**src/rtl/srdl2sv_ahblite_burst_if.sv**
```systemverilog
`default_nettype none
// ============================================================================
// Module      : srdl2sv_ahblite_burst_if
// Description : AHB-Lite slave port plus register-side (b2r/r2b) handshake
//               bundled as one interface.
//               slave  modport - the bridge: samples AHB controls and the
//                                register response, drives AHB response and
//                                register strobes.
//               master modport - the environment: the AHB master and the
//                                register file together.
// Revision    : 1.0 - initial release
// ============================================================================
interface srdl2sv_ahblite_burst_if #(
    parameter int DATA_WIDTH = 32,
    parameter int ADDR_WIDTH = 32
);
    // AHB-Lite address/data phase
    logic                    HSEL;
    logic [ADDR_WIDTH-1:0]   HADDR;
    logic                    HWRITE;
    logic [2:0]              HSIZE;
    logic [2:0]              HBURST;
    logic [3:0]              HPROT;
    logic [1:0]              HTRANS;
    logic                    HMASTLOCK;
    logic                    HREADY;
    logic [DATA_WIDTH-1:0]   HWDATA;
    // AHB-Lite slave response
    logic                    HREADYOUT;
    logic                    HRESP;
    logic [DATA_WIDTH-1:0]   HRDATA;
    // Register side
    logic                    b2r_w_vld;
    logic                    b2r_r_vld;
    logic [ADDR_WIDTH-1:0]   b2r_addr;
    logic [DATA_WIDTH-1:0]   b2r_data;
    logic [DATA_WIDTH/8-1:0] b2r_byte_en;
    logic                    r2b_rdy;
    logic                    r2b_err;
    logic [DATA_WIDTH-1:0]   r2b_data;

    modport slave (
        input  HSEL, HADDR, HWRITE, HSIZE, HBURST, HPROT, HTRANS, HMASTLOCK,
        input  HREADY, HWDATA, r2b_rdy, r2b_err, r2b_data,
        output HREADYOUT, HRESP, HRDATA,
        output b2r_w_vld, b2r_r_vld, b2r_addr, b2r_data, b2r_byte_en
    );

    modport master (
        output HSEL, HADDR, HWRITE, HSIZE, HBURST, HPROT, HTRANS, HMASTLOCK,
        output HREADY, HWDATA, r2b_rdy, r2b_err, r2b_data,
        input  HREADYOUT, HRESP, HRDATA,
        input  b2r_w_vld, b2r_r_vld, b2r_addr, b2r_data, b2r_byte_en
    );
endinterface
`default_nettype wire

```
**src/rtl/srdl2sv_ahblite_burst.sv**
```systemverilog
`default_nettype none
// ============================================================================
// Module      : srdl2sv_ahblite_burst
// Description : AHB-Lite slave to register-bus bridge with burst checking.
//               Each accepted AHB beat becomes one b2r read/write strobe held
//               until r2b_rdy. Misaligned, oversized and out-of-burst SEQ
//               beats get a two-cycle ERROR response without touching the
//               register side.
// Ports       : HCLK    - clock, rising edge
//               HRESETn - asynchronous active-low reset
//               bus     - slave modport: AHB-Lite controls/response and the
//                         b2r/r2b register handshake
// Revision    : 1.0 - initial release
// ============================================================================
module srdl2sv_ahblite_burst #(
    parameter int DATA_WIDTH = 32,
    parameter int ADDR_WIDTH = 32
) (
    input wire HCLK,
    input wire HRESETn,
    srdl2sv_ahblite_burst_if.slave bus
);
    localparam int c_be_w  = DATA_WIDTH / 8;
    localparam int c_off_w = $clog2(c_be_w);
    localparam logic [2:0] c_max_size = 3'(c_off_w);

    localparam logic [1:0] c_st_idle   = 2'd0;
    localparam logic [1:0] c_st_access = 2'd1;
    localparam logic [1:0] c_st_err_0  = 2'd2;
    localparam logic [1:0] c_st_err_1  = 2'd3;

    localparam logic [1:0] c_trans_idle   = 2'd0;
    localparam logic [1:0] c_trans_nonseq = 2'd2;
    localparam logic [1:0] c_trans_seq    = 2'd3;
    localparam logic [2:0] c_burst_single = 3'd0;

    generate
        if (DATA_WIDTH != 32 && DATA_WIDTH != 64) begin : g_bad_data_width
            $error("srdl2sv_ahblite_burst: DATA_WIDTH must be 32 or 64");
        end
    endgenerate

    // Beat count of fixed-length bursts, 0 for SINGLE/INCR.
    function automatic logic [4:0] burst_len(input logic [2:0] hb);
        case (hb)
            3'd2, 3'd3: burst_len = 5'd4;
            3'd4, 3'd5: burst_len = 5'd8;
            3'd6, 3'd7: burst_len = 5'd16;
            default:    burst_len = 5'd0;
        endcase
    endfunction

    // WRAP bursts have even non-zero HBURST codes.
    function automatic logic [ADDR_WIDTH-1:0] next_addr(
        input logic [ADDR_WIDTH-1:0] a,
        input logic [2:0]            sz,
        input logic [2:0]            hb
    );
        logic [ADDR_WIDTH-1:0] inc;
        logic [ADDR_WIDTH-1:0] m;
        inc = a + (ADDR_WIDTH'(1) << sz);
        m   = (ADDR_WIDTH'(burst_len(hb)) << sz) - ADDR_WIDTH'(1);
        if (!hb[0] && (hb != 3'd0))
            next_addr = (a & ~m) | (inc & m);
        else
            next_addr = inc;
    endfunction

    logic [1:0]            r_state;
    logic [1:0]            w_next;
    logic [1:0]            w_phase_next;
    logic [ADDR_WIDTH-1:0] r_addr;
    logic                  r_write;
    logic [2:0]            r_size;
    logic                  r_burst_act;
    logic [ADDR_WIDTH-1:0] r_exp_addr;
    logic                  r_burst_write;
    logic [2:0]            r_burst_size;
    logic [2:0]            r_burst_type;
    logic [4:0]            r_beats_left;
    logic                  w_burst_fixed;
    logic                  w_sample;
    logic                  w_phase;
    logic                  w_valid;
    logic                  w_addr_err;
    logic                  w_seq_err;
    logic                  w_rsp_err;
    logic [ADDR_WIDTH-1:0] w_align_mask;
    logic [c_be_w-1:0]     w_size_mask;
    logic                  w_unused;

    assign w_unused = ^{bus.HPROT, bus.HMASTLOCK};

    // The address phase is only evaluated in states that complete a data
    // phase this cycle; during wait/first-error cycles HREADY is low anyway.
    assign w_sample = (r_state == c_st_idle) || (r_state == c_st_err_1) ||
                      ((r_state == c_st_access) && bus.r2b_rdy && !bus.r2b_err);
    assign w_phase  = bus.HSEL && bus.HREADY && w_sample;
    assign w_valid  = w_phase && bus.HTRANS[1];
    assign w_rsp_err = (r_state == c_st_access) && bus.r2b_rdy && bus.r2b_err;

    assign w_burst_fixed = (burst_len(r_burst_type) != 5'd0);
    assign w_align_mask  = (ADDR_WIDTH'(1) << bus.HSIZE) - ADDR_WIDTH'(1);
    assign w_seq_err = (bus.HTRANS == c_trans_seq) &&
                       (!r_burst_act || (bus.HADDR != r_exp_addr) ||
                        (bus.HWRITE != r_burst_write) || (bus.HSIZE != r_burst_size) ||
                        (w_burst_fixed && (r_beats_left == 5'd0)));
    assign w_addr_err = (|(bus.HADDR & w_align_mask)) ||
                        (bus.HSIZE > c_max_size) || w_seq_err;

    assign w_phase_next = !w_valid ? c_st_idle : (w_addr_err ? c_st_err_0 : c_st_access);

    always_comb begin
        w_next = r_state;
        case (r_state)
            c_st_idle, c_st_err_1: w_next = w_phase_next;
            c_st_access: begin
                if (bus.r2b_rdy)
                    w_next = bus.r2b_err ? c_st_err_1 : w_phase_next;
            end
            c_st_err_0: w_next = c_st_err_1;
            default:    w_next = c_st_idle;
        endcase
    end

    always_ff @(posedge HCLK or negedge HRESETn) begin
        if (!HRESETn) begin
            r_state       <= c_st_idle;
            r_addr        <= '0;
            r_write       <= 1'b0;
            r_size        <= 3'd0;
            r_burst_act   <= 1'b0;
            r_exp_addr    <= '0;
            r_burst_write <= 1'b0;
            r_burst_size  <= 3'd0;
            r_burst_type  <= 3'd0;
            r_beats_left  <= 5'd0;
        end else begin
            r_state <= w_next;
            if (w_valid) begin
                r_addr  <= bus.HADDR;
                r_write <= bus.HWRITE;
                r_size  <= bus.HSIZE;
            end
            if (w_rsp_err) begin
                r_burst_act <= 1'b0;
            end else if (w_phase) begin
                if (w_valid && w_addr_err) begin
                    r_burst_act <= 1'b0;
                end else if (bus.HTRANS == c_trans_nonseq) begin
                    r_burst_act   <= (bus.HBURST != c_burst_single);
                    r_burst_write <= bus.HWRITE;
                    r_burst_size  <= bus.HSIZE;
                    r_burst_type  <= bus.HBURST;
                    r_exp_addr    <= next_addr(bus.HADDR, bus.HSIZE, bus.HBURST);
                    r_beats_left  <= burst_len(bus.HBURST) - 5'd1;
                end else if (bus.HTRANS == c_trans_seq) begin
                    r_exp_addr <= next_addr(bus.HADDR, r_burst_size, r_burst_type);
                    if (w_burst_fixed) begin
                        r_beats_left <= r_beats_left - 5'd1;
                        if (r_beats_left == 5'd1)
                            r_burst_act <= 1'b0;
                    end
                end else if (bus.HTRANS == c_trans_idle) begin
                    r_burst_act <= 1'b0;
                end
                // BUSY leaves the burst context untouched.
            end
        end
    end

    always_comb begin
        bus.HREADYOUT = 1'b1;
        bus.HRESP     = 1'b0;
        bus.HRDATA    = '0;
        bus.b2r_w_vld = 1'b0;
        bus.b2r_r_vld = 1'b0;
        case (r_state)
            c_st_access: begin
                bus.b2r_w_vld = r_write;
                bus.b2r_r_vld = !r_write;
                bus.HREADYOUT = bus.r2b_rdy && !bus.r2b_err;
                bus.HRESP     = bus.r2b_rdy && bus.r2b_err;
                bus.HRDATA    = bus.r2b_data;
            end
            c_st_err_0: begin
                bus.HREADYOUT = 1'b0;
                bus.HRESP     = 1'b1;
            end
            c_st_err_1: begin
                bus.HRESP = 1'b1;
            end
            default: ;
        endcase
    end

    // Lane mask of 1<<size bytes, shifted to the byte offset within the bus.
    always_comb begin
        w_size_mask = '0;
        for (int i = 0; i < c_be_w; i++)
            w_size_mask[i] = (i < (1 << r_size));
    end

    assign bus.b2r_byte_en = w_size_mask << r_addr[c_off_w-1:0];
    assign bus.b2r_addr    = r_addr;
    assign bus.b2r_data    = bus.HWDATA;

endmodule
`default_nettype wire

```
**src/flat_wrapper.sv**
```systemverilog
// flat-port wrapper written by rule: the top's interface ports become plain ports
module srdl2sv_ahblite_burst_flat 
#(
    parameter int DATA_WIDTH = 32,
    parameter int ADDR_WIDTH = 32
)
  (HCLK, HRESETn, bus_HSEL, bus_HADDR, bus_HWRITE, bus_HSIZE, bus_HBURST, bus_HPROT, bus_HTRANS, bus_HMASTLOCK, bus_HREADY, bus_HWDATA, bus_r2b_rdy, bus_r2b_err, bus_r2b_data, bus_HREADYOUT, bus_HRESP, bus_HRDATA, bus_b2r_w_vld, bus_b2r_r_vld, bus_b2r_addr, bus_b2r_data, bus_b2r_byte_en);
  srdl2sv_ahblite_burst_if #(.DATA_WIDTH(DATA_WIDTH), .ADDR_WIDTH(ADDR_WIDTH)) bus_i ();
  input wire HCLK;
  input wire HRESETn;
  input wire logic [$bits(bus_i.HSEL)-1:0] bus_HSEL;
  input wire logic [$bits(bus_i.HADDR)-1:0] bus_HADDR;
  input wire logic [$bits(bus_i.HWRITE)-1:0] bus_HWRITE;
  input wire logic [$bits(bus_i.HSIZE)-1:0] bus_HSIZE;
  input wire logic [$bits(bus_i.HBURST)-1:0] bus_HBURST;
  input wire logic [$bits(bus_i.HPROT)-1:0] bus_HPROT;
  input wire logic [$bits(bus_i.HTRANS)-1:0] bus_HTRANS;
  input wire logic [$bits(bus_i.HMASTLOCK)-1:0] bus_HMASTLOCK;
  input wire logic [$bits(bus_i.HREADY)-1:0] bus_HREADY;
  input wire logic [$bits(bus_i.HWDATA)-1:0] bus_HWDATA;
  input wire logic [$bits(bus_i.r2b_rdy)-1:0] bus_r2b_rdy;
  input wire logic [$bits(bus_i.r2b_err)-1:0] bus_r2b_err;
  input wire logic [$bits(bus_i.r2b_data)-1:0] bus_r2b_data;
  output wire logic [$bits(bus_i.HREADYOUT)-1:0] bus_HREADYOUT;
  output wire logic [$bits(bus_i.HRESP)-1:0] bus_HRESP;
  output wire logic [$bits(bus_i.HRDATA)-1:0] bus_HRDATA;
  output wire logic [$bits(bus_i.b2r_w_vld)-1:0] bus_b2r_w_vld;
  output wire logic [$bits(bus_i.b2r_r_vld)-1:0] bus_b2r_r_vld;
  output wire logic [$bits(bus_i.b2r_addr)-1:0] bus_b2r_addr;
  output wire logic [$bits(bus_i.b2r_data)-1:0] bus_b2r_data;
  output wire logic [$bits(bus_i.b2r_byte_en)-1:0] bus_b2r_byte_en;
  assign bus_i.HSEL = bus_HSEL;
  assign bus_i.HADDR = bus_HADDR;
  assign bus_i.HWRITE = bus_HWRITE;
  assign bus_i.HSIZE = bus_HSIZE;
  assign bus_i.HBURST = bus_HBURST;
  assign bus_i.HPROT = bus_HPROT;
  assign bus_i.HTRANS = bus_HTRANS;
  assign bus_i.HMASTLOCK = bus_HMASTLOCK;
  assign bus_i.HREADY = bus_HREADY;
  assign bus_i.HWDATA = bus_HWDATA;
  assign bus_i.r2b_rdy = bus_r2b_rdy;
  assign bus_i.r2b_err = bus_r2b_err;
  assign bus_i.r2b_data = bus_r2b_data;
  assign bus_HREADYOUT = bus_i.HREADYOUT;
  assign bus_HRESP = bus_i.HRESP;
  assign bus_HRDATA = bus_i.HRDATA;
  assign bus_b2r_w_vld = bus_i.b2r_w_vld;
  assign bus_b2r_r_vld = bus_i.b2r_r_vld;
  assign bus_b2r_addr = bus_i.b2r_addr;
  assign bus_b2r_data = bus_i.b2r_data;
  assign bus_b2r_byte_en = bus_i.b2r_byte_en;
  srdl2sv_ahblite_burst #(.DATA_WIDTH(DATA_WIDTH), .ADDR_WIDTH(ADDR_WIDTH)) u_core (.HCLK(HCLK), .HRESETn(HRESETn), .bus(bus_i));
endmodule
```
**config.mk**
```make
export PLATFORM = sky130hd
export DESIGN_NAME = srdl2sv_ahblite_burst_flat
export DESIGN_NICKNAME = d
export VERILOG_FILES = /design/src/rtl/srdl2sv_ahblite_burst_if.sv /design/src/rtl/srdl2sv_ahblite_burst.sv /design/src/flat_wrapper.sv
export SDC_FILE = /design/constraint.sdc
export NUM_CORES = 1
export LEC_CHECK = 0
export ABC_AREA = 1
export CAP_MARGIN = 10
export CORE_ASPECT_RATIO = 1.75
export CORE_UTILIZATION = 50
export CTS_CLUSTER_DIAMETER = 120
export DETAILED_ROUTE_END_ITERATION = 10
export PLACE_DENSITY = 0.86
export SYNTH_ARGS = -nofsm -noshare
export SYNTH_HDL_FRONTEND = slang
export SYNTH_SLANG_ARGS = --single-unit
```
**constraint.sdc**
```tcl
create_clock -name HCLK -period 4.78 [get_ports HCLK]
set_input_delay 1.434 -clock HCLK [delete_from_list [all_inputs] [get_ports HCLK]]
set_output_delay 1.434 -clock HCLK [all_outputs]
set_load 0.01 [all_outputs]
```
# [Word level (Yosys, flattened, before mapping)]
# Index checks and enable logic that the tools add are counted.
[word_totals] word_cells=148 input_bits=116 register_bits=83 out_inout_bits=104
[classes] magnitude_cmp=5 reduce_logical=49 muxes=36 n_eq_ne=24 addsub=7 bitwise_logic=11 shifts=6
[ops] operator="32-bit bitwise AND" n=5
[ops] operator="32-bit two-way mux" n=5
[ops] operator="1-bit by 3-bit << shifter with 32-bit output, first input constant" n=3
[ops] operator="32-bit adder" n=2
[ops] operator="3-bit by 32-bit < comparator with 1-bit output, first input constant" n=2
[ops] operator="32-bit inverter" n=2
[ops] operator="32-bit OR" n=2
[ops] operator="5-bit by 3-bit << shifter with 32-bit output" n=2
[ops] operator="32-bit by 1-bit subtractor with 32-bit output, second input constant" n=2
[ops] operator="5-bit two-way mux" n=12
[ops] operator="1-bit by 32-bit < comparator with 1-bit output, first input constant" n=1
[ops] operator="2-bit by 32-bit < comparator with 1-bit output, first input constant" n=1
[ops] operator="32-bit != test" n=1
[ops] operator="32-bit OR reduction" n=1
[ops] operator="32-bit by 2-bit subtractor with 32-bit output, second input constant" n=1
[ops] operator="5-bit one-hot mux with 3 select lines" n=2
[ops] operator="3-bit == test, second input constant" n=8
[ops] operator="2-bit OR reduction" n=8
[ops] operator="1-bit logical AND" n=13
[ops] operator="3-bit by 2-bit == test with 1-bit output, second input constant" n=4
[ops] operator="4-bit AND reduction" n=3
[ops] operator="1-bit two-way mux" n=10
[ops] operator="5-bit nonzero test" n=2
[ops] operator="5-bit by 1-bit subtractor with 5-bit output, second input constant" n=2
[ops] operator="21 further kinds" n=44

# [Depth between registers and ports, before layout]
# Gate-level depths: netlist (run 1).
[depth] word_depth=20 mapped_depth=22 depth_no_buf=21

# [Least setup slack after synthesis (run 1)]
# Ideal clock, no wire load.
[synth_path] path_type="input to register" startpoint="input bus_HSIZE[2]" endpoint="register u_core.r_exp_addr[26]" required_time_ns=4.664 slack_ns=1.176 cell_stages=21 setup_time_ns=0.116 path_buffers=1 arrival_ns=3.487 cell_sequence="buf_2 > nor3_1 > ha_1 > inv_1 > fa_1 > inv_1 > nand3_1 > nand3_1 > nand2_1 > nand2_1 > nand3_1 > nand2_1 > nand2_1 > nand2_1 > nand2_1 > nand2_1 > nand2_1 > nand2_1 > nand2_1 > nand2_1 > nand2_1"
[synth_between] elab_chain_len=9 word_cells_on_any_way=23 cone_classes="add/sub: 3; order compare: 1; eq/ne: 1; shift: 2; mux: 2; bitwise: 6; reduce/logical: 8"
[synth_rtl] element="start: declaration" line_no="flat_wrapper.sv:14" text="input wire logic [$bits(bus_i.HSIZE)-1:0] bus_HSIZE;"
[synth_rtl] element="1-bit by 3-bit << shifter with 32-bit output" line_no="srdl2sv_ahblite_burst.sv:61, srdl2sv_ahblite_burst.sv:103"
[synth_rtl] element="32-bit by 2-bit subtractor with 32-bit output" line_no="srdl2sv_ahblite_burst.sv:103" text="assign w_align_mask = (ADDR_WIDTH'(1) << bus.HSIZE) - ADDR_WIDTH'(1);"
[synth_rtl] element="32-bit bitwise AND" line_no="srdl2sv_ahblite_burst.sv:108" text="assign w_addr_err = (|(bus.HADDR & w_align_mask)) ||"
[synth_rtl] element="32-bit OR reduction" line_no="srdl2sv_ahblite_burst.sv:108"
[synth_rtl] element="1-bit logical OR" line_no="srdl2sv_ahblite_burst.sv:108"
[synth_rtl] element="1-bit logical OR" line_no="srdl2sv_ahblite_burst.sv:109" text="(bus.HSIZE > c_max_size) || w_seq_err;"
[synth_rtl] element="1-bit logical AND" line_no="srdl2sv_ahblite_burst.sv:148" text="if (w_valid && w_addr_err) begin"
[synth_rtl] element="1-bit inverter (no line)"
[synth_rtl] element="4-bit AND reduction (no line)"
[synth_rtl] element="end signal: assignment" line_no="srdl2sv_ahblite_burst.sv:155" text="r_exp_addr <= next_addr(bus.HADDR, bus.HSIZE, bus.HBURST);"
[synth_rtl] element="end signal: assignment" line_no="srdl2sv_ahblite_burst.sv:158" text="r_exp_addr <= next_addr(bus.HADDR, r_burst_size, r_burst_type);"
[synth_rtl] element="end: declaration" line_no="srdl2sv_ahblite_burst.sv:76" text="logic [ADDR_WIDTH-1:0] r_exp_addr;"
# Parallel ways exist; a longest one is shown, timed or not.
# A chain may end at the register's enable or synchronous reset.

# [Worst setup path in the final report (run 1)]
[layout_path] startpoint="input bus_r2b_err" endpoint="output bus_HRESP"
[layout_between] elab_chain_len=2
[layout_rtl] element="start: declaration" line_no="flat_wrapper.sv:22" text="input wire logic [$bits(bus_i.r2b_err)-1:0] bus_r2b_err;"
[layout_rtl] element="1-bit logical AND" line_no="srdl2sv_ahblite_burst.sv:183" text="bus.HRESP = bus.r2b_rdy && bus.r2b_err;"
[layout_rtl] element="1-bit one-hot mux with 2 select lines" line_no="srdl2sv_ahblite_burst.sv:178" text="case (r_state)"
[layout_rtl] element="end: declaration" line_no="flat_wrapper.sv:25" text="output wire logic [$bits(bus_i.HRESP)-1:0] bus_HRESP;"
# Every way passes these cells.

==> out/qor.log, run 1 <==
INFO  detailed_routing num_vias=9408
INFO  timing         max_freq=222.5MHz
INFO  yosys          async_flop_share=1.000
INFO  yosys          muxShareOfSynthArea=0.006790
INFO  yosys          post-synth-top-area-cell=sky130_fd_sc_hd__nand2_1
INFO  timing         final.hold.worst_slack=0.4883ns
INFO  final_layout   layout.nets=1627
INFO  pwr            power_density_relative_to_cell_area=440.5mW/mm^2
INFO  final_layout   layout.filler_cells=1546
INFO  yosys          instance_count_of_the_mapped_netlist=1372
INFO  timing         setup-violations-final=0
INFO  cts            cts_tree=done
INFO  critical_path  critical_path.top_delay_family=buffers and inverters
INFO  die            design.core.area=0.01603mm^2
INFO  run_status     outcome=finished clean
INFO  cts            post_cts.repair.setup_buffers=0
INFO  hold_path      worst_hold_path_type=reg2reg
INFO  global_routing wire_length_of_the_first_global_routing_pass=46.79mm
INFO  critical_path  reg2reg_setup_slack=1.60ns
INFO  cts            ctsRootBufferMaster=sky130_fd_sc_hd__clkbuf_16
INFO  final_layout   syn_to_final_growth=21.05%
INFO  placed_design  place.gp.congestion=0.9700
INFO  cts            cts-root-to-sink-buffers=2
INFO  global_routing grt_pass1_vias=8995
INFO  cts            numCtsBuffers=9
INFO  yosys          dominant_combinational_cell_family_by_area_after_synthesis=simple AND/OR/NAND/NOR gates
INFO  die            start_util=0.5173
INFO  cts            htreeDepth=3
INFO  detailed_routing routedWlPerCell=17.69um
INFO  placed_design  post-dp-hpwl=23.05mm
INFO  yosys          synth_largest_type_area_fraction=0.2531
INFO  pwr            switching_power=1.945mW
INFO  yosys          syn-num-nets=1519
INFO  cts            clkLatencyLatePin=0.36ns
INFO  die            die_height=172.4um
INFO  yosys          synth-compound-area-share=0.09386
INFO  yosys          top_cells_by_area_in_the_synthesized_netlist=sky130_fd_sc_hd__nand2_1, sky130_fd_sc_hd__dfrtp_1, sky130_fd_sc_hd__nand3_1, sky130_fd_sc_hd__inv_1, sky130_fd_sc_hd__nor2_1
INFO  timing         fin_tns_setup=0ns
INFO  yosys          synth_enable_flop_cells=0
INFO  timing         finalCriticalPeriod=4.494ns
INFO  critical_path  crit_fanout=2
INFO  final_layout   antenna_cells=0
INFO  critical_path  start_kind=primary input
INFO  cts            clkSinkCount=83
INFO  yosys          syn-mean-instance-area=6.044um^2
INFO  detailed_routing totalWireLength=29.61mm
INFO  yosys          seq_area_frac_synth=0.2505
INFO  run            maxCapViolCount=0
INFO  die            die_width=99.35um
INFO  pwr            report.power.total=4.421mW
INFO  yosys          synthSimpleGateAreaFrac=0.4347
INFO  critical_path  worst-endpoint-arrival=3.06ns
INFO  global_routing grt_antenna_before_repair=0
INFO  global_routing maximum_number_of_pins_on_one_net_before_global_route_repair=63
INFO  pwr            p_leak=5.160nW
INFO  timing         final_count_of_pins_violating_max_slew=0
INFO  pwr            switching_share=0.4399
INFO  die            floorplan.io_pins=220
INFO  critical_path  slowest_stage=sky130_fd_sc_hd__clkdlybuf4s50_1
INFO  placed_design  placement.io_buffers=150
INFO  detailed_routing avgViaCountPerCell=5.620
INFO  detailed_routing drc_errors=0
INFO  detailed_routing firstDrtPassIters=5
INFO  final_layout   final_layout_size_suffix_gt1_frac=0.05724
INFO  cts            cts.hold.buffers_added=0
INFO  critical_path  critPathCaptureType=output port
INFO  cts            cts.repair.resized=0
INFO  yosys          postSynthRegisterBits=83
INFO  pwr            combinationalPowerShare=0.546
INFO  critical_path  cp_slowest_stage_delay=0.56ns
INFO  global_routing globalRouteOverflowTotal=0
INFO  pwr            worst_vdd_drop=241.3uV
INFO  yosys          synth_xor_area_frac=0.03803
INFO  die            core.rowCount=61
INFO  pwr            sequential_cell_fraction_of_total_power=0.284
INFO  cts            cts.reportedPaths.clkPinSlew=0.07ns
INFO  critical_path  timing.critical_path.cells=clkdlybuf4s50_1 -> inv_1 -> nor3_1 -> inv_1 -> a21oi_1 -> clkdlybuf4s50_1
INFO  critical_path  critPathRequiredTime=3.35ns
INFO  timing         timing.slew.headroom=0.4357
INFO  critical_path  cp_num_buf_inv=4
INFO  global_routing overall_routing_resource_usage=0.3601
INFO  yosys          synth_adder_area_share=0.04859
INFO  pwr            clock_power_share=0.169
INFO  yosys          ys_types=43
INFO  timing         rsz0062_at_grt=no
INFO  timing         timing_hold_violations_final=0
INFO  yosys          yosys_warns=0
INFO  final_layout   final-instance-count-excl-fill=1674
INFO  detailed_routing route.antenna.remaining_nets=0
INFO  pwr            internal_power=2.476mW
INFO  yosys          yosys_most_used_dff=sky130_fd_sc_hd__dfrtp_1
INFO  timing         tightest_slew=0.8465ns
INFO  die            dieArea=0.01712mm^2
INFO  detailed_routing drt_iter0_markers=749
INFO  yosys          syn-cell-area=0.008292mm^2
INFO  timing         final.setup_skew=0.007960ns
INFO  placed_design  cell_count_after_placement=1658
INFO  critical_path  timing_worst_setup_path_type=in2out
INFO  timing         final.period_utilization=0.9401
-- sequential cells by signal, indices dropped and copies added, names as in the netlist --
signal                cells
u_core.bus.b2r_addr      32
u_core.r_burst_type       3
u_core.r_exp_addr        32
u_core.r_burst_write      1
u_core.r_burst_act        1
u_core.r_beats_left       5
u_core.r_burst_size       3
u_core.r_state            2
u_core.r_size             3
u_core.r_write            1
-- through the flow --
stage,utilization,area [um^2],setup slack [ns]
2_1_floorplan,-,8292,1.176
3_3_place_gp,0.6075,9737,0.2956
3_5_place_dp,0.6075,9737,0.2682
4_1_cts,0.6262,10040,0.2716
5_1_grt,0.6262,10040,0.1331
6_report,0.6262,10040,0.2865
-- cell usage in the layout (no fill, tap or decap), types with 24 or more instances in the layout --
| cell type | n |
|---|---|
| sky130_fd_sc_hd__nand2_1 | 559 |
| sky130_fd_sc_hd__clkdlybuf4s50_1 | 149 |
| sky130_fd_sc_hd__inv_1 | 146 |
| sky130_fd_sc_hd__nand3_1 | 116 |
| sky130_fd_sc_hd__nor2_1 | 103 |
| sky130_fd_sc_hd__dfrtp_1 | 83 |
| sky130_fd_sc_hd__o21ai_0 | 53 |
| sky130_fd_sc_hd__ha_1 | 29 |
| sky130_fd_sc_hd__o21a_1 | 28 |
| sky130_fd_sc_hd__a21oi_1 | 24 |
| sky130_fd_sc_hd__buf_4 | 24 |
-- layout make-up --
class                   instances  area [um^2]  share of cell area
multi-input cells            1056         5160              0.5141
flip-flops and latches         83         2077              0.2069
repair buffers                173         1672              0.1665
inverters                     157        591.8             0.05896
well taps                     189        236.5             0.02356
clock buffers                  10        229.0             0.02281
clock inverters                 6        71.32            0.007105
-- cell usage after synthesis (5+ instances only) --
cell,instances
sky130_fd_sc_hd__nand2_1,559
sky130_fd_sc_hd__inv_1,146
sky130_fd_sc_hd__nand3_1,116
sky130_fd_sc_hd__nor2_1,104
sky130_fd_sc_hd__dfrtp_1,83
sky130_fd_sc_hd__o21ai_0,53
sky130_fd_sc_hd__buf_4,38
sky130_fd_sc_hd__ha_1,29
sky130_fd_sc_hd__o21a_1,28
sky130_fd_sc_hd__a21oi_1,24
sky130_fd_sc_hd__xor2_1,22
sky130_fd_sc_hd__nor3_1,21
sky130_fd_sc_hd__buf_2,18
sky130_fd_sc_hd__o21ai_1,15
sky130_fd_sc_hd__xnor2_1,14
sky130_fd_sc_hd__clkbuf_1,13
sky130_fd_sc_hd__nand4_1,13
sky130_fd_sc_hd__inv_2,9
sky130_fd_sc_hd__nand2_2,6
sky130_fd_sc_hd__nor2_4,6
sky130_fd_sc_hd__o211ai_1,6
sky130_fd_sc_hd__buf_1,5
sky130_fd_sc_hd__mux2_2,5
sky130_fd_sc_hd__nand3_2,5
-- cells by family after synthesis --
kind of cell             count (synthesis)
AND/OR/NAND/NOR                        850
adder cells (fa/ha/maj)                 31
buffers and inverters                  233
multiplexers                             5
XOR/XNOR                                36
flip-flops                              83
AO/OA/AOI/OAI                          134
-- metal layers --
layer  global-route usage  wire (um)  vias up  share of wire
li1                     -          -     4495              -
met1               0.3997      10510     4259           0.36
met2               0.6265      14460      490           0.49
met3              0.05214       2282      164          0.077
met4               0.2583       2362        0          0.080
met5                    0          0        -              0
-- final timing paths --
check	startpoint	end	cells past startpoint
min in group asynchronous	HRESETn	u_core.bus.b2r_addr[28]	1
setup reg to reg	u_core.r_burst_size[2]	u_core.r_exp_addr[29]	12
hold reg to reg	u_core.bus.b2r_addr[24]	u_core.bus.b2r_addr[24]	1
setup / recovery	bus_r2b_err	bus_HRESP	6
hold / removal	u_core.bus.b2r_addr[24]	u_core.bus.b2r_addr[24]	1
max in group asynchronous	HRESETn	u_core.r_burst_type[0]	2
-- power by group through the flow --
stage | Combinational, mW | Clock (mW) | Sequential (mW)
final | 2.41 | 0.749 | 1.26
after global routing | 2.67 | 0.775 | 1.29
after CTS | 2.40 | 0.751 | 1.25
after detailed placement | 2.39 | 0 | 1.26
after global placement | 2.35 | 0 | 1.25
after floorplan | 1.45 | 0 | 1.25
(Power assumes the default switching activity.)
==> run 2: changes to the inputs <==
--- a/constraint.sdc
+++ b/constraint.sdc
@@ -3,2 +3,2 @@
 set_output_delay 1.434 -clock HCLK [all_outputs]
-set_load 0.01 [all_outputs]
+set_load 0.1 [all_outputs]
==> run 2 against run 1 <==
Wire length fell by 0.32%. Clock power fell by 2%. Clock-buffer cell count did not move. Sequential share of layout area rose by 0.13 points.
==> out/qor.log, run 2 (synthesis gave the netlist of run 1 again) <==
INFO  global_routing grt_antenna_before_repair=0
INFO  global_routing maximum_number_of_pins_on_one_net_before_global_route_repair=39
INFO  critical_path  worst-endpoint-arrival=3.00ns
INFO  timing         final_count_of_pins_violating_max_slew=0
INFO  detailed_routing num_vias=9287
INFO  cts            ctsRootBufferMaster=sky130_fd_sc_hd__clkbuf_16
INFO  die            die_height=172.4um
INFO  final_layout   final-instance-count-excl-fill=1674
INFO  cts            cts.hold.buffers_added=0
INFO  final_layout   antenna_cells=0
INFO  die            start_util=0.5173
INFO  run            maxCapViolCount=0
INFO  pwr            worst_vdd_drop=876.0uV
INFO  final_layout   final_layout_size_suffix_gt1_frac=0.08148
INFO  critical_path  worst_path_most_repeated_cell=sky130_fd_sc_hd__inv_1
INFO  critical_path  start_kind=primary input
INFO  timing         tightest_slew=1.030ns
INFO  die            dieArea=0.01712mm^2
INFO  cts            clkSinkCount=83
INFO  timing         fin_tns_setup=0ns
INFO  cts            cts_tree=done
INFO  run_status     outcome=finished clean
INFO  pwr            p_leak=5.236nW
INFO  final_layout   syn_to_final_growth=20.27%
INFO  placed_design  placement.io_buffers=150
INFO  critical_path  cp_slowest_stage_delay=0.54ns
INFO  critical_path  critPathRequiredTime=3.35ns
INFO  timing         max_freq=225.5MHz
INFO  global_routing overall_routing_resource_usage=0.3534
INFO  die            core.rowCount=61
INFO  critical_path  timing_worst_setup_path_type=in2out
INFO  pwr            report.power.total=5.955mW
INFO  cts            htreeDepth=3
INFO  detailed_routing drc_errors=0
INFO  cts            cts.repair.resized=0
INFO  critical_path  critical_path.top_delay_family=buffers and inverters
INFO  final_layout   layout.cells.most_common_list=sky130_fd_sc_hd__nand2_1, sky130_fd_sc_hd__inv_1, sky130_fd_sc_hd__nand3_1
INFO  final_layout   layout_commonest_cell=sky130_fd_sc_hd__nand2_1
INFO  timing         rsz0062_at_grt=no
INFO  pwr            power_density_relative_to_cell_area=597.2mW/mm^2
INFO  cts            numCtsBuffers=9
INFO  die            design.core.area=0.01603mm^2
INFO  timing         final.period_utilization=0.9275
INFO  placed_design  place.gp.congestion=0.9637
INFO  timing         finalCriticalPeriod=4.434ns
INFO  cts            cts.reportedPaths.clkPinSlew=0.06ns
INFO  placed_design  post-dp-hpwl=22.95mm
INFO  timing         final.setup_skew=0.01841ns
INFO  critical_path  timing.critical_path.cells=clkdlybuf4s50_1 -> inv_1 -> nor3_1 -> inv_1 -> a21oi_1 -> buf_12
INFO  die            die_width=99.35um
INFO  detailed_routing totalWireLength=29.52mm
INFO  cts            clkLatencyLatePin=0.35ns
INFO  detailed_routing routedWlPerCell=17.63um
INFO  critical_path  slowest_stage=sky130_fd_sc_hd__clkdlybuf4s50_1
INFO  cts            post_cts.repair.setup_buffers=0
INFO  global_routing grt_pass1_vias=8918
INFO  detailed_routing avgViaCountPerCell=5.548
INFO  placed_design  cell_count_after_placement=1658
INFO  critical_path  crit_fanout=4
INFO  critical_path  cp_num_buf_inv=4
INFO  global_routing wire_length_of_the_first_global_routing_pass=45.93mm
INFO  timing         setup-violations-final=0
INFO  detailed_routing drt_iter0_markers=694
INFO  final_layout   layout.cell_area.non_filler=0.009972mm^2
INFO  hold_path      worst_hold_path_type=reg2reg
INFO  die            floorplan.io_pins=220
INFO  final_layout   layout.nets=1627
INFO  detailed_routing route.antenna.remaining_nets=0
INFO  timing         timing_hold_violations_final=0
INFO  critical_path  critPathCaptureType=output port
INFO  global_routing globalRouteOverflowTotal=0
INFO  placed_design  placed_cell_area=0.009672mm^2
INFO  detailed_routing firstDrtPassIters=8
INFO  timing         timing.slew.headroom=0.3110
INFO  cts            cts-root-to-sink-buffers=2
INFO  final_layout   postLayoutCoreUtil=0.6222
==> run 2: cell types whose count changed in the layout (fill, tap and decap cells not counted), sizes merged <==
cell,before,now
buf,24,60
clkdlybuf4s50,149,113
clkinv,1,2
inv,159,158
==> run 2: cell type report <==
type                            count  area [um^2]
Fill cell                        1573         6056
Multi-Input combinational cell   1056         5160
Sequential cell                    83         2077
Timing Repair Buffer              173         1607
Inverter                          157        591.8
Tap cell                          189        236.5
Clock buffer                       10        229.0
Clock inverter                      6        71.32
==> run 2: per-stage QoR <==
| step | hold WS [ns] | worst slack (ns) |
|---|---|---|
| 2_1_floorplan | 0.4588 | 0.03346 |
| 3_3_place_gp | 0.4713 | 0.3321 |
| 3_5_place_dp | 0.4787 | 0.3125 |
| 4_1_cts | 0.4923 | 0.3360 |
| 5_1_grt | 0.5055 | 0.2478 |
| 6_report | 0.4879 | 0.3463 |
==> run 2: path summary, 6_finish.rpt <==
check                      cells after the start               startpoint                 endpoint  slack (ns)
max                                            6              bus_r2b_rdy                bus_HRESP        0.35
min                                            1  u_core.bus.b2r_addr[20]  u_core.bus.b2r_addr[20]        0.49
max reg2reg                                   17   u_core.r_burst_size[0]    u_core.r_exp_addr[18]        1.60
min reg2reg                                    1  u_core.bus.b2r_addr[20]  u_core.bus.b2r_addr[20]        0.49
max in group asynchronous                      2                  HRESETn  u_core.bus.b2r_addr[16]        2.95
min in group asynchronous                      1                  HRESETn    u_core.r_exp_addr[29]        1.03
==> run 2: where the power goes <==
part	total [mW]	leakage [nW]	internal (mW)	switching, mW
Sequential	1.26	0.984	1.01	0.245
Combinational	3.97	4.11	1.05	2.92
Clock	0.733	0.140	0.411	0.323
==> run 2: routing by layer <==
metal | vias to the layer above | track usage | wire, um
met4 | 0 | 0.2685 | 2361
met5 | - | 0 | 0
met2 | 417 | 0.6153 | 14360
li1 | 4500 | - | -
met1 | 4222 | 0.3918 | 11050
met3 | 148 | 0.04163 | 1744
==> run 2: worst register-to-register path, stage by stage, from the launching register on <==
cell	delay (ns)
sky130_fd_sc_hd__dfrtp_1	0.52
sky130_fd_sc_hd__nor3_1	0.37
sky130_fd_sc_hd__ha_1	0.27
sky130_fd_sc_hd__inv_1	0.09
sky130_fd_sc_hd__fa_1	0.43
sky130_fd_sc_hd__inv_1	0.13
sky130_fd_sc_hd__nand3_1	0.08
sky130_fd_sc_hd__nand3_1	0.16
sky130_fd_sc_hd__nand3_1	0.09
sky130_fd_sc_hd__nand2_1	0.21
sky130_fd_sc_hd__nand2_1	0.11
sky130_fd_sc_hd__inv_1	0.08
sky130_fd_sc_hd__nand2_1	0.12
sky130_fd_sc_hd__nand2_2	0.18
sky130_fd_sc_hd__nand2_1	0.07
sky130_fd_sc_hd__nand2_1	0.08
sky130_fd_sc_hd__nand3_1	0.08
sky130_fd_sc_hd__nand2_1	0.09
